## config.mk

```make
export PLATFORM = sky130hd
export DESIGN_NAME = req_fifo_flat
export DESIGN_NICKNAME = d
export VERILOG_FILES = /design/src/rtl/req_pkg.sv /design/src/rtl/req_fifo_if.sv /design/src/rtl/req_fifo_mem.sv /design/src/rtl/req_fifo.sv /design/src/flat_wrapper.sv
export SDC_FILE = /design/constraint.sdc
export NUM_CORES = 2
export LEC_CHECK = 0
export CORE_MARGIN = 2
export CORE_UTILIZATION = 30
export CTS_CLUSTER_SIZE = 40
export DETAILED_ROUTE_END_ITERATION = 10
export DONT_BUFFER_PORTS = 1
export HOLD_SLACK_MARGIN = 0.12
export PLACE_DENSITY = 0.5
export SLEW_MARGIN = 30
export SYNTH_ARGS = -nofsm -noshare
export SYNTH_HDL_FRONTEND = slang
export SYNTH_SLANG_ARGS = --single-unit
```

## constraint.sdc

```tcl
create_clock -name clk -period 28.1 [get_ports clk]
set_clock_uncertainty 0.05 [all_clocks]
set_input_delay 5.62 -clock clk [delete_from_list [all_inputs] [get_ports clk]]
set_output_delay 5.62 -clock clk [all_outputs]
set_load 0.05 [all_outputs]
```

## src/rtl/req_pkg.sv

```systemverilog
// Shared request types for the memory-side request FIFO.
// A request is one packed word so storage and ports move it as a unit.
package req_pkg;

   localparam int REQ_ADDR_W = 32;
   localparam int REQ_DATA_W = 128;
   localparam int REQ_MASK_W = 16;

   typedef struct packed {
      logic [REQ_ADDR_W-1:0] addr;
      logic [REQ_DATA_W-1:0] wdata;
      logic [REQ_MASK_W-1:0] wmask;
      logic                  wen;
   } req_t;

endpackage

```

## src/rtl/req_fifo_if.sv

```systemverilog
// Push/pop/credit bundle of the request FIFO; master is the issuer/controller side.
// The slave modport is the FIFO itself.
interface req_fifo_if #(
   parameter int DEPTH = 16
);
   import req_pkg::*;

   logic                   push_valid;
   logic                   push_ready;
   req_t                   push_req;
   logic                   pop_valid;
   logic                   pop_ready;
   req_t                   pop_req;
   logic                   rsp_done;
   logic [$clog2(DEPTH):0] level;
   logic [7:0]             outstanding;
   logic                   underflow;

   modport master (
      output push_valid, push_req, pop_valid, rsp_done,
      input  push_ready, pop_ready, pop_req, level, outstanding, underflow
   );

   modport slave (
      input  push_valid, push_req, pop_valid, rsp_done,
      output push_ready, pop_ready, pop_req, level, outstanding, underflow
   );

endinterface

```

## src/rtl/req_fifo_mem.sv

```systemverilog
// DEPTH x req_t simple dual-port storage: clocked write, combinational read.
// No latency on the read side so the FIFO head falls through; no backpressure here.
module req_fifo_mem
   import req_pkg::*;
#(
   parameter int DEPTH = 16
) (
   input  logic                     clk,
   input  logic                     wr_en,
   input  logic [$clog2(DEPTH)-1:0] wr_addr,
   input  req_t                     wr_data,
   input  logic [$clog2(DEPTH)-1:0] rd_addr,
   output req_t                     rd_data
);

   req_t mem [DEPTH];

   always_ff @(posedge clk) begin
      if (wr_en)
         mem[wr_addr] <= wr_data;
   end

   assign rd_data = mem[rd_addr];

endmodule

```

## src/rtl/req_fifo.sv

```systemverilog
// Request FIFO with read-credit throttling; 1-cycle fall-through from push to pop.
// Push stalls only on full; pop stalls on empty or when a head read has no credit left.
module req_fifo
   import req_pkg::*;
#(
   parameter int DEPTH           = 16,
   parameter int MAX_OUTSTANDING = 4
) (
   input  logic       clk,
   input  logic       rst,
   req_fifo_if.slave  io
);

   localparam int AW = $clog2(DEPTH);
   localparam int LW = AW + 1;
   localparam logic [LW-1:0] FULL_LVL   = LW'(DEPTH);
   localparam logic [7:0]    MAX_CREDIT = 8'(MAX_OUTSTANDING);

   logic [AW-1:0] wr_ptr;
   logic [AW-1:0] rd_ptr;
   logic [LW-1:0] level;
   logic [7:0]    outstanding;
   logic          underflow;
   req_t          head;
   logic          credit_stall;
   logic          push_fire;
   logic          pop_fire;
   logic          read_pop;

   req_fifo_mem #(.DEPTH(DEPTH)) u_mem (
      .clk     (clk),
      .wr_en   (push_fire),
      .wr_addr (wr_ptr),
      .wr_data (io.push_req),
      .rd_addr (rd_ptr),
      .rd_data (head)
   );

   // A read at the head with no credit blocks everything behind it, writes included.
   assign credit_stall = !head.wen && (outstanding == MAX_CREDIT);

   assign io.push_ready = !rst && (level != FULL_LVL);
   assign io.pop_ready  = !rst && (level != '0) && !credit_stall;

   assign push_fire = io.push_valid && io.push_ready;
   assign pop_fire  = io.pop_valid && io.pop_ready;
   assign read_pop  = pop_fire && !head.wen;

   assign io.pop_req     = head;
   assign io.level       = level;
   assign io.outstanding = outstanding;
   assign io.underflow   = underflow;

   always_ff @(posedge clk) begin
      if (rst) begin
         wr_ptr      <= '0;
         rd_ptr      <= '0;
         level       <= '0;
         outstanding <= '0;
         underflow   <= 1'b0;
      end else begin
         if (push_fire)
            wr_ptr <= wr_ptr + 1'b1;
         if (pop_fire)
            rd_ptr <= rd_ptr + 1'b1;

         case ({push_fire, pop_fire})
            2'b10:   level <= level + 1'b1;
            2'b01:   level <= level - 1'b1;
            default: level <= level;
         endcase

         // A completion with nothing in flight is dropped and latched as an error.
         case ({read_pop, io.rsp_done})
            2'b10: outstanding <= outstanding + 8'd1;
            2'b01: begin
               if (outstanding == 8'd0)
                  underflow <= 1'b1;
               else
                  outstanding <= outstanding - 8'd1;
            end
            default: outstanding <= outstanding;
         endcase
      end
   end

endmodule

```

## src/flat_wrapper.sv

```systemverilog
// flat-port wrapper written by rule: the top's interface ports become plain ports
module req_fifo_flat import req_pkg::*;
#(
   parameter int DEPTH           = 16,
   parameter int MAX_OUTSTANDING = 4
)
  (clk, rst, io_push_valid, io_push_req, io_pop_valid, io_rsp_done, io_push_ready, io_pop_ready, io_pop_req, io_level, io_outstanding, io_underflow);
  req_fifo_if #(.DEPTH(DEPTH)) io_i ();
  input  logic clk;
  input  logic rst;
  input wire logic [$bits(io_i.push_valid)-1:0] io_push_valid;
  input wire logic [$bits(io_i.push_req)-1:0] io_push_req;
  input wire logic [$bits(io_i.pop_valid)-1:0] io_pop_valid;
  input wire logic [$bits(io_i.rsp_done)-1:0] io_rsp_done;
  output wire logic [$bits(io_i.push_ready)-1:0] io_push_ready;
  output wire logic [$bits(io_i.pop_ready)-1:0] io_pop_ready;
  output wire logic [$bits(io_i.pop_req)-1:0] io_pop_req;
  output wire logic [$bits(io_i.level)-1:0] io_level;
  output wire logic [$bits(io_i.outstanding)-1:0] io_outstanding;
  output wire logic [$bits(io_i.underflow)-1:0] io_underflow;
  assign io_i.push_valid = io_push_valid;
  assign io_i.push_req = io_push_req;
  assign io_i.pop_valid = io_pop_valid;
  assign io_i.rsp_done = io_rsp_done;
  assign io_push_ready = io_i.push_ready;
  assign io_pop_ready = io_i.pop_ready;
  assign io_pop_req = io_i.pop_req;
  assign io_level = io_i.level;
  assign io_outstanding = io_i.outstanding;
  assign io_underflow = io_i.underflow;
  req_fifo #(.DEPTH(DEPTH), .MAX_OUTSTANDING(MAX_OUTSTANDING)) u_core (.clk(clk), .rst(rst), .io(io_i));
endmodule
```

# [Word-level counts from Yosys, hierarchy flattened]
# Memories as Yosys holds them, arrays and structs flattened. A register that Yosys moved wholly into a read port is not among the register bits.
# Index checks and enable logic that the tools add are counted.
[word_totals] word_cells=42 input_bits=182 memories=1 ramBits=2832 regBits=22 output_inout_bits=193
[op_classes] reduce_logical=16 add_sub_neg=6 eq_ne=7 muxes=7
[memory_table] memory="u_core.u_mem.mem" words=16 width=177 read_ports=1 rd_clocked_by_memory_dff=1 write_ports=1 line="req_fifo_mem.sv:16" source="req_t mem [DEPTH];"
[op_table] operator="case mux 8 bit (2 select lines)" n=1
[op_table] operator="case mux 5 bit (2 select lines)" n=1
[op_table] operator="adder 4 x 1 -> 4 bit, second input constant" n=2
[op_table] operator="adder 8 x 1 -> 8 bit, second input constant" n=1
[op_table] operator="== test 8 x 3 -> 1 bit, second input constant" n=1
[op_table] operator="zero test 8 bit" n=1
[op_table] operator="two-way mux 4 bit" n=2
[op_table] operator="two-way mux 8 bit" n=1
[op_table] operator="subtractor 8 x 1 -> 8 bit, second input constant" n=1
[op_table] operator="logical AND 1 bit" n=7
[op_table] operator="adder 5 x 1 -> 5 bit, second input constant" n=1
[op_table] operator="!= test 5 bit, second input constant" n=1
[op_table] operator="nonzero test 5 bit" n=1
[op_table] operator="subtractor 5 x 1 -> 5 bit, second input constant" n=1
[op_table] operator="== test 2 x 1 -> 1 bit, second input constant" n=2
[op_table] operator="== test 2 bit, second input constant" n=2
[op_table] operator="AND reduction 2 bit" n=2
[op_table] operator="nonzero test 2 bit" n=2
[op_table] operator="zero test 1 bit" n=3
[op_table] operator="two-way mux 1 bit" n=2
[op_table] operator="!= test 2 bit, second input constant" n=1

# [Longest topological paths before layout]
[depth] depth_word=9 mapped_depth=14

# [Hierarchy]
# Synthesis repeated with hierarchy kept, for this count alone.
[hier_totals] hier_cells=4618 hier_area_um2=107828.4
[by_module_without_submodules] mod="req_fifo_mem" cells_each=4452 area_each_um2=106410.8 n_inst=1
[by_module_without_submodules] mod="req_fifo" cells_each=166 area_each_um2=1417.6 n_inst=1

# [Least setup slack after synthesis]
# No wires, ideal clock.
[synth_path] path_kind="input -> register" start="input rst" end="memory u_core.u_mem.mem[3][0] in the netlist's numbering (enable)" setup_ps=931 slack_ps=8099 arrival_time_ps=19020 n_path_buf=1 stages=5 path_cell_list="a21oi_1 and2_1 clkbuf_1 nand2_1 nor3_1"
[synth_via] elab_chain_cells=5
[synth_lines] element="start, declared" line="flat_wrapper.sv:10" source="input logic rst;"
[synth_lines] element="zero test 1 bit" line="req_fifo.sv:42" source="assign io.push_ready = !rst && (level != FULL_LVL);"
[synth_lines] element="logical AND 1 bit" line="req_fifo.sv:42"
[synth_lines] element="logical AND 1 bit" line="req_fifo.sv:45" source="assign push_fire = io.push_valid && io.push_ready;"
[synth_lines] element="two-way mux 1 bit" line="req_fifo_mem.sv:19" source="if (wr_en)"
[synth_lines] element="two-way mux 1 bit (implied by the code)" line="req_fifo_mem.sv:20" source="mem[wr_addr] <= wr_data;"
[synth_lines] element="end, declared" line="req_fifo_mem.sv:16"
# No other way between the ends.

==> summary.md <==
| Metric | Value |
|---|---|
| Largest net degree at the start of global routing | `130` |
| Hold slack final | `0.410 ns` |
| Routed wire length | `265 mm` |
| Worst Path Arrival | `7.19 ns` |
| Worst r2r path cells | `8` |
| Total GRT Usage | `0.143` |
| First-pass DRT Iterations | `7` |
| DRC viols | `0` |
| Final cell count without fillers | `9471` |
| Worst Hold Path EP | `u_core.rd_ptr[3]` |
| Mean area per synthesized cell | `25.6 um^2` |
| Worst EP required | `22.43 ns` |
| Max VDD drop | `0.0000467 V` |
| Fin util | `0.347` |
| Sequential fraction of the synthesis area | `0.794` |
| Post-CTS Setup Bufs | `0` |
| Synth warn | `0` |
| Die Y | `603 um` |
| Antenna viol nets, final | `0` |
| Period minus WS final | `12.86 ns` |
| Worst-Skew Late Latency | `0.91 ns` |
| Netlist cell types | `46` |
| Worst reg2reg setup slack | `22.14 ns` |
| Main area contributors after synthesis | `edfxtp_1 79%, mux4_2 18%, dfxtp_1 0.48%, clkbuf_1 0.31%, buf_2 0.30%` |
| Worst R2R Start | `u_core.io.level[1]` |
| Post-Place Cell Area | `114000 um^2` |
| Hold Path Stages | `1` |
| Final Hold Vio Count | `0` |
| Fraction of layout instances using a drive strength above 1 | `0.314` |
| Hold Path Class | `flip-flop to flip-flop` |
| Status | `finished clean` |
| DP HPWL | `135 mm` |
| Vias/cell | `4.90` |
| Leakage Power | `36.4 nW` |
| Worst R2R End | `u_core.u_mem.mem[15][111]` |
| CTS Buf Count | `320` |
| Startpoint types | `flip-flop` |
| # fillers | `32732` |
| Setup violators final | `0` |
| Unrepaired setup endpoints after global routing | `false` |
| Root Buffer | `clkbuf_16` |
| Area share of the largest cell type after synthesis | `0.789` |
| Synth Register Bits | `2858` |
| Final period util | `0.457` |
| Synth-to-layout area growth | `15.4%` |
| Mapped Nets | `4400` |
| Port bufs | `0` |
| # H-tree levels | `5` |
| Cell count after synthesis | `4201` |
| Initial Util | `0.301` |
| Final Instance Area | `124000 um^2` |
| Row cnt | `220` |
| Yosys top cell by area | `edfxtp_1` |
| Initial antenna violation count | `2` |
| Fmax achieved | `77.8 MHz` |
| Slew headroom | `0.300` |
| Critical path class | `flip-flop to output port` |
| GPL Wtd Cong | `0.693` |
| CP endpoint kind | `output port` |
| Clock slew at reported path FFs | `0.06 ns` |
| TritonCTS clock tree | `yes` |
| Die area | `364000 um^2` |
| Width of the die | `603 um` |
| Gr ovfl total | `0` |
| Ports | `375` |
| Hold path startpoint | `u_core.rd_ptr[3]` |
| Nets | `4643` |
| Crit path max fanout | `41` |
| Initial DRC Count | `4081` |
| PwrDens | `75.4 nW/um^2` |
| Max_cap viols | `0` |
| Cell area after synthesis | `108000 um^2` |
| # hold bufs at CTS | `0` |
| Final Max Slew Viols | `0` |
| Max clock buf depth | `4` |
| Tightest Pin Transition | `1.05 ns` |
| Drt wl/cell | `27.9 um` |
| Vias | `46448` |
| Global-route wire length before repair | `375 mm` |
| Core area | `358000 um^2` |
| Placed cell count | `8894` |
| Post-cts sizing count | `0` |
| TritonCTS Sinks | `2858` |
| Vias in the first global route | `50144` |
| Final setup TNS | `0 ns` |
==> cell usage after synthesis, drive strengths merged <==
library cell / count
mux4: 857
xnor2: 3
a21o: 2
edfxtp: 2832
nor4: 3
and3: 1
mux2i: 32
o2111ai: 1
buf: 125
nand3: 4
o31a: 1
mux2: 10
nor2: 38
ha: 15
nand4b: 1
o41ai: 1
and2: 1
xor2: 7
a21oi: 34
dfxtp: 26
fa: 2
or4: 3
a2111oi: 1
nor2b: 35
or3: 1
o31ai: 1
o211ai: 2
nand2b: 4
o21a: 3
a211oi: 26
nand4: 2
clkbuf: 89
nor3: 8
nor3b: 1
a31oi: 2
nand2: 14
inv: 10
o21ai: 3
==> how the worst max path moves through the flow <==
stage	cells past startpoint	endpoint	slack, ns
floorplan	5	u_core.u_mem.mem[3][0]	8.10
global placement	11	io_pop_req[109]	15.12
detailed placement	11	io_pop_req[109]	15.65
CTS	11	io_pop_req[109]	14.63
global route	12	io_pop_req[109]	14.46
finish	12	io_pop_req[109]	15.24
==> per-stage QoR <==
step           power (mW)  worst slack (ns)
2_1_floorplan        5.34              8.10
3_3_place_gp         5.45             15.12
3_5_place_dp         5.45             15.65
4_1_cts              9.51             14.63
5_1_grt              9.70             14.46
6_report             9.38             15.24
==> cells in the final DEF (no fill, tap or decap), types with 14 or more instances in the layout <==
| cell | n |
|---|---|
| edfxtp_1 | 2832 |
| mux4_2 | 857 |
| clkbuf_16 | 322 |
| buf_4 | 113 |
| clkbuf_1 | 76 |
| clkinv_1 | 66 |
| clkinv_2 | 45 |
| nor2b_1 | 35 |
| mux2i_1 | 32 |
| nor2_1 | 26 |
| a211oi_1 | 26 |
| dfxtp_1 | 22 |
| a21oi_1 | 21 |
| bufinv_16 | 20 |
| ha_1 | 15 |
| nand2_1 | 14 |
==> flip-flops by register name (all words and copies together), names as in the netlist, named ones only <==
signal and cells:
u_core.io.underflow 1, u_core.u_mem.mem 2832, u_core.io.level 5, u_core.wr_ptr 4, u_core.rd_ptr 4, u_core.io.outstanding 8
==> report_power, final <==
part,internal [mW],leakage [nW],switching (mW)
registers,4.73,25.7,0.0454
clock network,2.32,4.90,1.71
logic,0.241,5.82,0.336
==> kinds of logic (layout without fill, tap and decap cells) <==
| group | count (synthesis) | in the layout | synth area share |
|---|---|---|---|
| AND/OR/NAND/NOR | 116 | 116 | 0.00575 |
| other | 0 | 2 | 0 |
| adder cells (fa/ha/maj) | 17 | 17 | 0.00211 |
| multiplexers | 899 | 899 | 0.183 |
| AO/OA/AOI/OAI | 77 | 77 | 0.00483 |
| buffers and inverters | 224 | 719 | 0.00870 |
| flip-flops | 2858 | 2858 | 0.794 |
| XOR/XNOR | 10 | 10 | 0.000813 |
==> critical path, cell delays in order (launching register included) <==
cell and delay, ns:
dfxtp_4 0.62, buf_4 0.50, buf_4 0.63, buf_4 0.80
buf_4 0.62, buf_4 0.68, buf_4 0.42, buf_16 0.29
mux4_2 0.52, nor2b_1 0.14, a211oi_1 0.32, a21oi_1 0.19
buf_4 0.29
==> metal layers <==
layer	routed length (um)	vias up	global-route usage
met5	0	-	0
met4	5240	0	0.0333
met3	14900	330	0.0305
met2	132000	1150	0.241
met1	113000	26077	0.190
li1	-	18891	-
==> area by class of cell <==
| type | count | area [um^2] | area share |
|---|---|---|---|
| clock inverter | 173 | 1700 | 0.0137 |
| tap | 4773 | 5970 | 0.0480 |
| clock buffer | 401 | 8380 | 0.0674 |
| sequential | 2858 | 85600 | 0.688 |
| multi-input combinational | 1119 | 21400 | 0.172 |
| inverter | 10 | 37.5 | 0.000302 |
| timing repair buffer | 135 | 1250 | 0.0101 |
| antenna | 2 | 5.00 | 0.0000403 |
(Power assumes the default switching activity.)
